--- src/rtl/mem_iface_arbiter.sv ---
// mem_iface_arbiter: round-robin sharing of one 64-bit register master port between C_NUM_REQ requesters,
// with an ACK timeout so that accesses to unmapped addresses still complete.
module mem_iface_arbiter #(
    parameter int C_NUM_REQ          = 2,
    parameter int C_ADDR_WIDTH_IFACE = 16,
    parameter int C_TIMEOUT          = 64
) (
    input  logic                                    USER_CLK,
    input  logic                                    RESET,
    input  logic [C_NUM_REQ-1:0]                    REQ_EN,
    input  logic [C_NUM_REQ*C_ADDR_WIDTH_IFACE-1:0] REQ_ADDR,
    input  logic [C_NUM_REQ*64-1:0]                 REQ_DIN,
    input  logic [C_NUM_REQ*8-1:0]                  REQ_WE,
    output logic [63:0]                             REQ_DOUT,
    output logic [C_NUM_REQ-1:0]                    REQ_ACK,
    output logic                                    REQ_ERR,
    output logic                                    M_MEM_IFACE_EN,
    output logic [C_ADDR_WIDTH_IFACE-1:0]           M_MEM_IFACE_ADDR,
    output logic [63:0]                             M_MEM_IFACE_DIN,
    output logic [7:0]                              M_MEM_IFACE_WE,
    input  logic [63:0]                             M_MEM_IFACE_DOUT,
    input  logic                                    M_MEM_IFACE_ACK,
    output logic [15:0]                             TIMEOUT_CNT
);
    localparam int GW = $clog2(C_NUM_REQ);
    localparam int TW = $clog2(C_TIMEOUT) + 1;
    localparam int AW = C_ADDR_WIDTH_IFACE;

    typedef enum logic [1:0] {IDLE, ISSUE, WAIT, RESP} state_t;

    state_t          state;
    logic [GW-1:0]   grant;
    logic [GW-1:0]   last_grant;
    logic [GW-1:0]   next_grant;
    logic [GW-1:0]   cand;
    logic            found;
    logic [TW-1:0]   timer;

    // search starts one past the previous winner, giving strict rotation under full load
    always_comb begin
        next_grant = last_grant;
        cand       = '0;
        found      = 1'b0;
        for (int j = 1; j <= C_NUM_REQ; j++) begin
            cand = GW'((int'(last_grant) + j) % C_NUM_REQ);
            if (!found && REQ_EN[cand]) begin
                found      = 1'b1;
                next_grant = cand;
            end
        end
    end

    always_ff @(posedge USER_CLK) begin
        if (RESET) begin
            state            <= IDLE;
            grant            <= '0;
            last_grant       <= GW'(C_NUM_REQ - 1);
            timer            <= '0;
            REQ_DOUT         <= '0;
            REQ_ACK          <= '0;
            REQ_ERR          <= 1'b0;
            M_MEM_IFACE_EN   <= 1'b0;
            M_MEM_IFACE_ADDR <= '0;
            M_MEM_IFACE_DIN  <= '0;
            M_MEM_IFACE_WE   <= '0;
            TIMEOUT_CNT      <= '0;
        end else begin
            case (state)
                IDLE: if (found) begin
                    grant            <= next_grant;
                    M_MEM_IFACE_ADDR <= REQ_ADDR[next_grant*AW +: AW];
                    M_MEM_IFACE_DIN  <= REQ_DIN[next_grant*64 +: 64];
                    M_MEM_IFACE_WE   <= REQ_WE[next_grant*8 +: 8];
                    M_MEM_IFACE_EN   <= 1'b1;
                    state            <= ISSUE;
                end
                ISSUE: begin
                    M_MEM_IFACE_EN <= 1'b0;
                    timer          <= '0;
                    state          <= WAIT;
                end
                WAIT: if (M_MEM_IFACE_ACK) begin
                    REQ_DOUT <= M_MEM_IFACE_DOUT;
                    REQ_ERR  <= 1'b0;
                    REQ_ACK  <= C_NUM_REQ'(1) << grant;
                    state    <= RESP;
                end else if (timer == TW'(C_TIMEOUT - 1)) begin
                    REQ_DOUT    <= '0;
                    REQ_ERR     <= 1'b1;
                    TIMEOUT_CNT <= TIMEOUT_CNT + {15'd0, TIMEOUT_CNT != 16'hFFFF};
                    REQ_ACK     <= C_NUM_REQ'(1) << grant;
                    state       <= RESP;
                end else begin
                    timer <= timer + 1'b1;
                end
                RESP: begin
                    REQ_ACK    <= '0;
                    last_grant <= grant;
                    state      <= IDLE;
                end
                default: state <= IDLE;
            endcase
        end
    end
endmodule

--- config.mk ---
export PLATFORM = sky130hd
export DESIGN_NAME = mem_iface_arbiter
export DESIGN_NICKNAME = d
export VERILOG_FILES = /design/src/rtl/mem_iface_arbiter.sv
export SDC_FILE = /design/constraint.sdc
export NUM_CORES = 1
export LEC_CHECK = 0
export BUFFER_PORTS_ARGS = -buffer_cell sky130_fd_sc_hd__buf_2
export CAP_MARGIN = 40
export CORE_AREA = 2 2 162 164
export DETAILED_ROUTE_END_ITERATION = 10
export DIE_AREA = 0 0 164 166
export GPL_TIMING_DRIVEN = 0
export PLACE_DENSITY_LB_ADDON = 0.3
export SYNTH_ARGS = -nofsm -noshare
export SYNTH_HDL_FRONTEND = slang
export SYNTH_SLANG_ARGS = --single-unit
--- constraint.sdc ---
create_clock -name USER_CLK -period 3 [get_ports USER_CLK]
set_input_delay 0.15 -clock USER_CLK [delete_from_list [all_inputs] [get_ports USER_CLK]]
set_output_delay 0.15 -clock USER_CLK [all_outputs]
set_load 0.01 [all_outputs]
-- After elaboration in Yosys (flattened, before gate mapping)
Cells that the tools add are included.
- add/subtract/negate cells: 4
- $lt $le $gt $ge: 2
- equal/unequal tests: 9
- shift operators: 4
- multiplexer cells: 24
- bitwise operators: 1
- reduce and logical (&&, ||, !) cells: 14
- operators with widths (operator ; count):
    two-way mux 64 bit ; 2
    variable part select 128 x 8 -> 64 bit ; 1
    variable part select 32 x 6 -> 16 bit ; 1
    adder 16 x 1 -> 16 bit ; 1
    != test 16 bit, second input constant ; 1
    variable part select 16 x 5 -> 8 bit ; 1
    two-way mux 7 bit ; 2
    case mux 7 bit (2 select lines) ; 1
    two-way mux 1 bit ; 11
    two-way mux 2 bit ; 5
    AND reduction 2 bit ; 5
    case mux 2 bit (4 select lines) ; 1
    nonzero test 2 bit ; 4
    adder 7 x 1 -> 7 bit, second input constant ; 1
    equality test 7 x 6 -> 1 bit, second input constant ; 1
    != test 2 bit, second input constant ; 3
    AND reduction 3 bit ; 2
    equality test 2 bit, second input constant ; 2
    less-than comparator 1 x 2 -> 1 bit, second input constant ; 2
    case mux 2 bit (2 select lines) ; 1
    != test 3 bit, second input constant ; 1
    adder 1 bit, second input constant ; 2
    equality test 2 x 1 -> 1 bit, second input constant ; 1
    zero test 2 bit ; 1
    5 further kinds ; 5
- flip-flop bits (word level): 183
- input port bits: 245
- output and inout bits: 172
- logic and storage cells: 70

-- Depth between registers and ports, before layout
- word-level depth: 9
- gate-level depth with buffers: 8
- mapped depth without buffers: 8

-- Least setup slack after synthesis
OpenSTA, ideal clock, no wires.
- path type: register -> register
- start point: register TIMEOUT_CNT[7]
- end point: register TIMEOUT_CNT[2]
- library setup time: 0.128 ns
- data arrival time: 1.860 ns
- data required time: 2.872 ns
- slack: 1.012 ns
- stages on the path, launching flop included: 9
- buffers on the path: 0
- clock period less this slack: 1.988 ns
- cells stage by stage: dfxtp_1 and4_1 nand3_1 or2_2 ha_1 ha_1 and3_1 xnor2_1 nor2_1
- word-level cells in the longest chain between the ends: 2
- RTL lines (element ; line ; text):
    start: declaration ; 23 ; output logic [15:0] TIMEOUT_CNT
    start signal: assignment ; 90 ; TIMEOUT_CNT <= TIMEOUT_CNT + {15'd0, TIMEOUT_CNT != 16'hFFFF};
    != test 16 bit ; 90 ;
    adder 16 x 1 -> 16 bit ; 90 ;
Every way passes these cells.
A chain may end at the register's enable or synchronous reset.

-- Worst setup path after layout
- start point: register state[1]
- end point: register M_MEM_IFACE_WE[2]
- word-level cells in the longest chain between the ends: 2
- RTL lines (element ; line ; text):
    start: declaration ; 31 ; state_t state;
    start signal: assignment ; 55 ; state <= IDLE;
    start signal: assignment ; 75 ; state <= ISSUE;
    start signal: assignment ; 80 ; state <= WAIT;
    zero test 2 bit ; 68 ; case (state)
    AND reduction 2 bit (no line) ; - ;
    end signal: assignment ; 73 ; M_MEM_IFACE_WE <= REQ_WE[next_grant*8 +: 8];
    end: declaration ; 20 ; output logic [7:0] M_MEM_IFACE_WE,
Every way passes these cells.

==> reports/metrics.yaml <==
status:
  status: "completed"
power:
  p_leak_nw: 5.42
  power.density_mw_per_mm2: 760
  peakVddDrop_uv: 424
clock_tree:
  htreeDepth: 4
  numCtsBuffers: 17
  postCtsResizedCells: 0
  cts_setup_buffers: 0
  clockRootBuffer: "clkbuf_16"
  cts_max_path_buffers: 2
  insertion_delay_ns: 0.42
  clk_pin_slew_ns: 0.08
  cts_tree: "yes"
  numClockSinks: 183
worst_setup_path:
  start_kind: "register"
  rrSetupSlack_ns: 0.80
  crit_fanout: 10
  endpoint_kind: "register"
  cp.required_ns: 3.27
  critPathKind: "reg2reg"
  cp.arrival_ns: 2.46
synthesis:
  async_reset_ff_frac: 0
  synth_fp_nets: 968
  syn_area_per_cell_um2: 10.3
  synth_cell_types: 49
  synth_top_flop_cell: "dfxtp_1"
  syn_inst: 715
  synth-seq-cells: 183
  ys_warn_count: 0
  synthesis.area_mm2: 0.00739
  ys_seq_area_frac: 0.496
  synth-edff-count: 0
timing:
  finClkSkew_ns: 0.0120
  drv_slew: 0
  period_needed_ns: 2.20
  grt_setup_unrepaired: "false"
  fmax_mhz: 456
  fin_crit_sh: 0.732
  setup_viol: 0
  hold_viol_final: 0
  worstMarginPinSlew_ns: 0.736
  finalSetupTns_ns: 0
  maxSlewHeadroom: 0.509
  setup_ws_ns: 0.805
grt:
  grt_max_degree: 19
  antenna_found_initial: 1
  grt_use_total: 0.180
  grt-ovfl-total: 0
  grt_pass1_wl_um: 38400
  grt_pass1_vias: 7202
cells_and_area:
  fin_util: 0.434
  area_delta_synth_final_pct: 50.6
  regArea_mm2: 0.00366
  multi_input_area_mm2: 0.00337
  layout_common_cells: "buf_2, dfxtp_1, nor2_1"
  layout.cells.non_filler: 1562
  final_common_cell: "buf_2"
  layout.nets: 1467
  drive_above_1_share: 0.393
  diodes: 0
  fin_area_mm2: 0.0111
  nFillCells: 2453
flow_run:
  cap_violations: 0
die:
  die_area_mm2: 0.0272
  die_h_um: 166
  pin_count: 417
  die_x_um: 164
  rows: 59
  start_util: 0.288
  coreArea_mm2: 0.0256
routing:
  vias: 7296
  drt_iter0_markers: 286
  wirelength_um: 25300
  ant_nets: 0
  drc_errors: 0
  viasPerCell: 4.67
  wl_per_cell_um: 16.2
  first_pass_iters: 4
min_path:
  worstHoldPathType: "in2reg"
placed_design:
  gp_congestion: 0.817
  hpwlAfterDp_um: 19000
  post_dp_cell_area_mm2: 0.00988
  io_buffers: 415
  place_inst: 1465
  dpl_worst_slack_ns: 0.718
-- critical path, stage by stage, from the launching register on --
cell      delay (ns)
dfxtp_1         0.35
inv_1           0.09
ha_1            0.19
o21a_1          0.12
buf_2           0.24
buf_2           0.29
clkbuf_1        0.60
a211oi_1        0.16
-- metal layers --
metal  global-route usage  vias to the layer above  wire length, um
met5                    0                        -               11
met4               0.0381                        2              246
met3               0.0519                       16             1910
met2                0.330                      274            12600
met1                0.207                     3362            10600
li1                     -                     3642                -
-- state kept, by name, summed over array words and instances (netlist names) --
register          flops
M_MEM_IFACE_DIN      64
REQ_DOUT             64
M_MEM_IFACE_ADDR     16
TIMEOUT_CNT          16
M_MEM_IFACE_WE        8
timer                 7
REQ_ACK               2
state                 2
M_MEM_IFACE_EN        1
REQ_ERR               1
grant                 1
last_grant            1
-- synth_stat cells, types with 2 or more instances --
library cell / n / area, um^2
dfxtp_1: 183 / 3660
nor2_1: 103 / 387
mux2i_1: 92 / 921
a211oi_1: 90 / 676
a22o_1: 64 / 561
clkbuf_1: 25 / 93.8
a21oi_1: 14 / 70.1
buf_2: 13 / 65.1
nand2_1: 12 / 45.0
o21ai_0: 11 / 55.1
buf_4: 9 / 67.6
or3_1: 9 / 56.3
ha_1: 8 / 100
buf_6: 7 / 78.8
nand3_1: 7 / 35.0
inv_1: 6 / 22.5
nand4_1: 6 / 37.5
and4_1: 4 / 35.0
buf_1: 4 / 15.0
nand2b_1: 4 / 25.0
xnor2_1: 4 / 35.0
and2_1: 3 / 18.8
and3_1: 3 / 18.8
nor3_1: 3 / 15.0
a31oi_1: 2 / 12.5
and4b_1: 2 / 20.0
nand3b_1: 2 / 15.0
nand4b_1: 2 / 17.5
o21a_1: 2 / 15.0
xor2_1: 2 / 17.5
-- final timing paths --
path,start,end,depth (start not counted)
setup / recovery,state[1],M_MEM_IFACE_WE[2],7
hold reg to reg,timer[6],timer[6],2
setup reg to reg,state[1],M_MEM_IFACE_WE[2],7
hold / removal,REQ_DIN[96],M_MEM_IFACE_DIN[32],3
-- area by class of cell --
cell class,count,area share
Buffer,59,0.0301
Clock buffer,18,0.0386
Clock inverter,14,0.0145
Inverter,6,0.00202
Multi-Input combinational cell,467,0.303
Sequential cell,183,0.329
Tap cell,335,0.0377
Timing Repair Buffer,480,0.245
-- timing repair --
| item | in CTS | in global routing |
|---|---|---|
| setup endpoints to repair | 0 | 0 |
| hold buffers | 65 | 0 |
| hold endpoints to repair | 65 | 0 |
-- cell families after synthesis --
kind of cell | count (synthesis) | synth area share
AO/OA/AOI/OAI | 193 | 0.202
flip-flops | 183 | 0.496
AND/OR/NAND/NOR | 168 | 0.109
multiplexers | 92 | 0.125
buffers and inverters | 65 | 0.0484
adder cells (fa/ha/maj) | 8 | 0.0136
XOR/XNOR | 6 | 0.00711
-- report_power, final --
part | internal [mW] | switching, mW | total (mW)
combinational | 1.18 | 1.65 | 2.84
clock | 1.19 | 1.08 | 2.27
sequential | 3.03 | 0.314 | 3.35
total | 5.41 | 3.05 | 8.45
-- stage by stage --
stage	hold slack [ns]	total power, mW
after floorplan	0.250	4.95
after global placement	0.360	6.16
after detailed placement	0.365	6.19
after CTS	0.0358	8.55
after global routing	0.0542	9.00
final	0.0573	8.45
(Power assumes the default switching activity.)
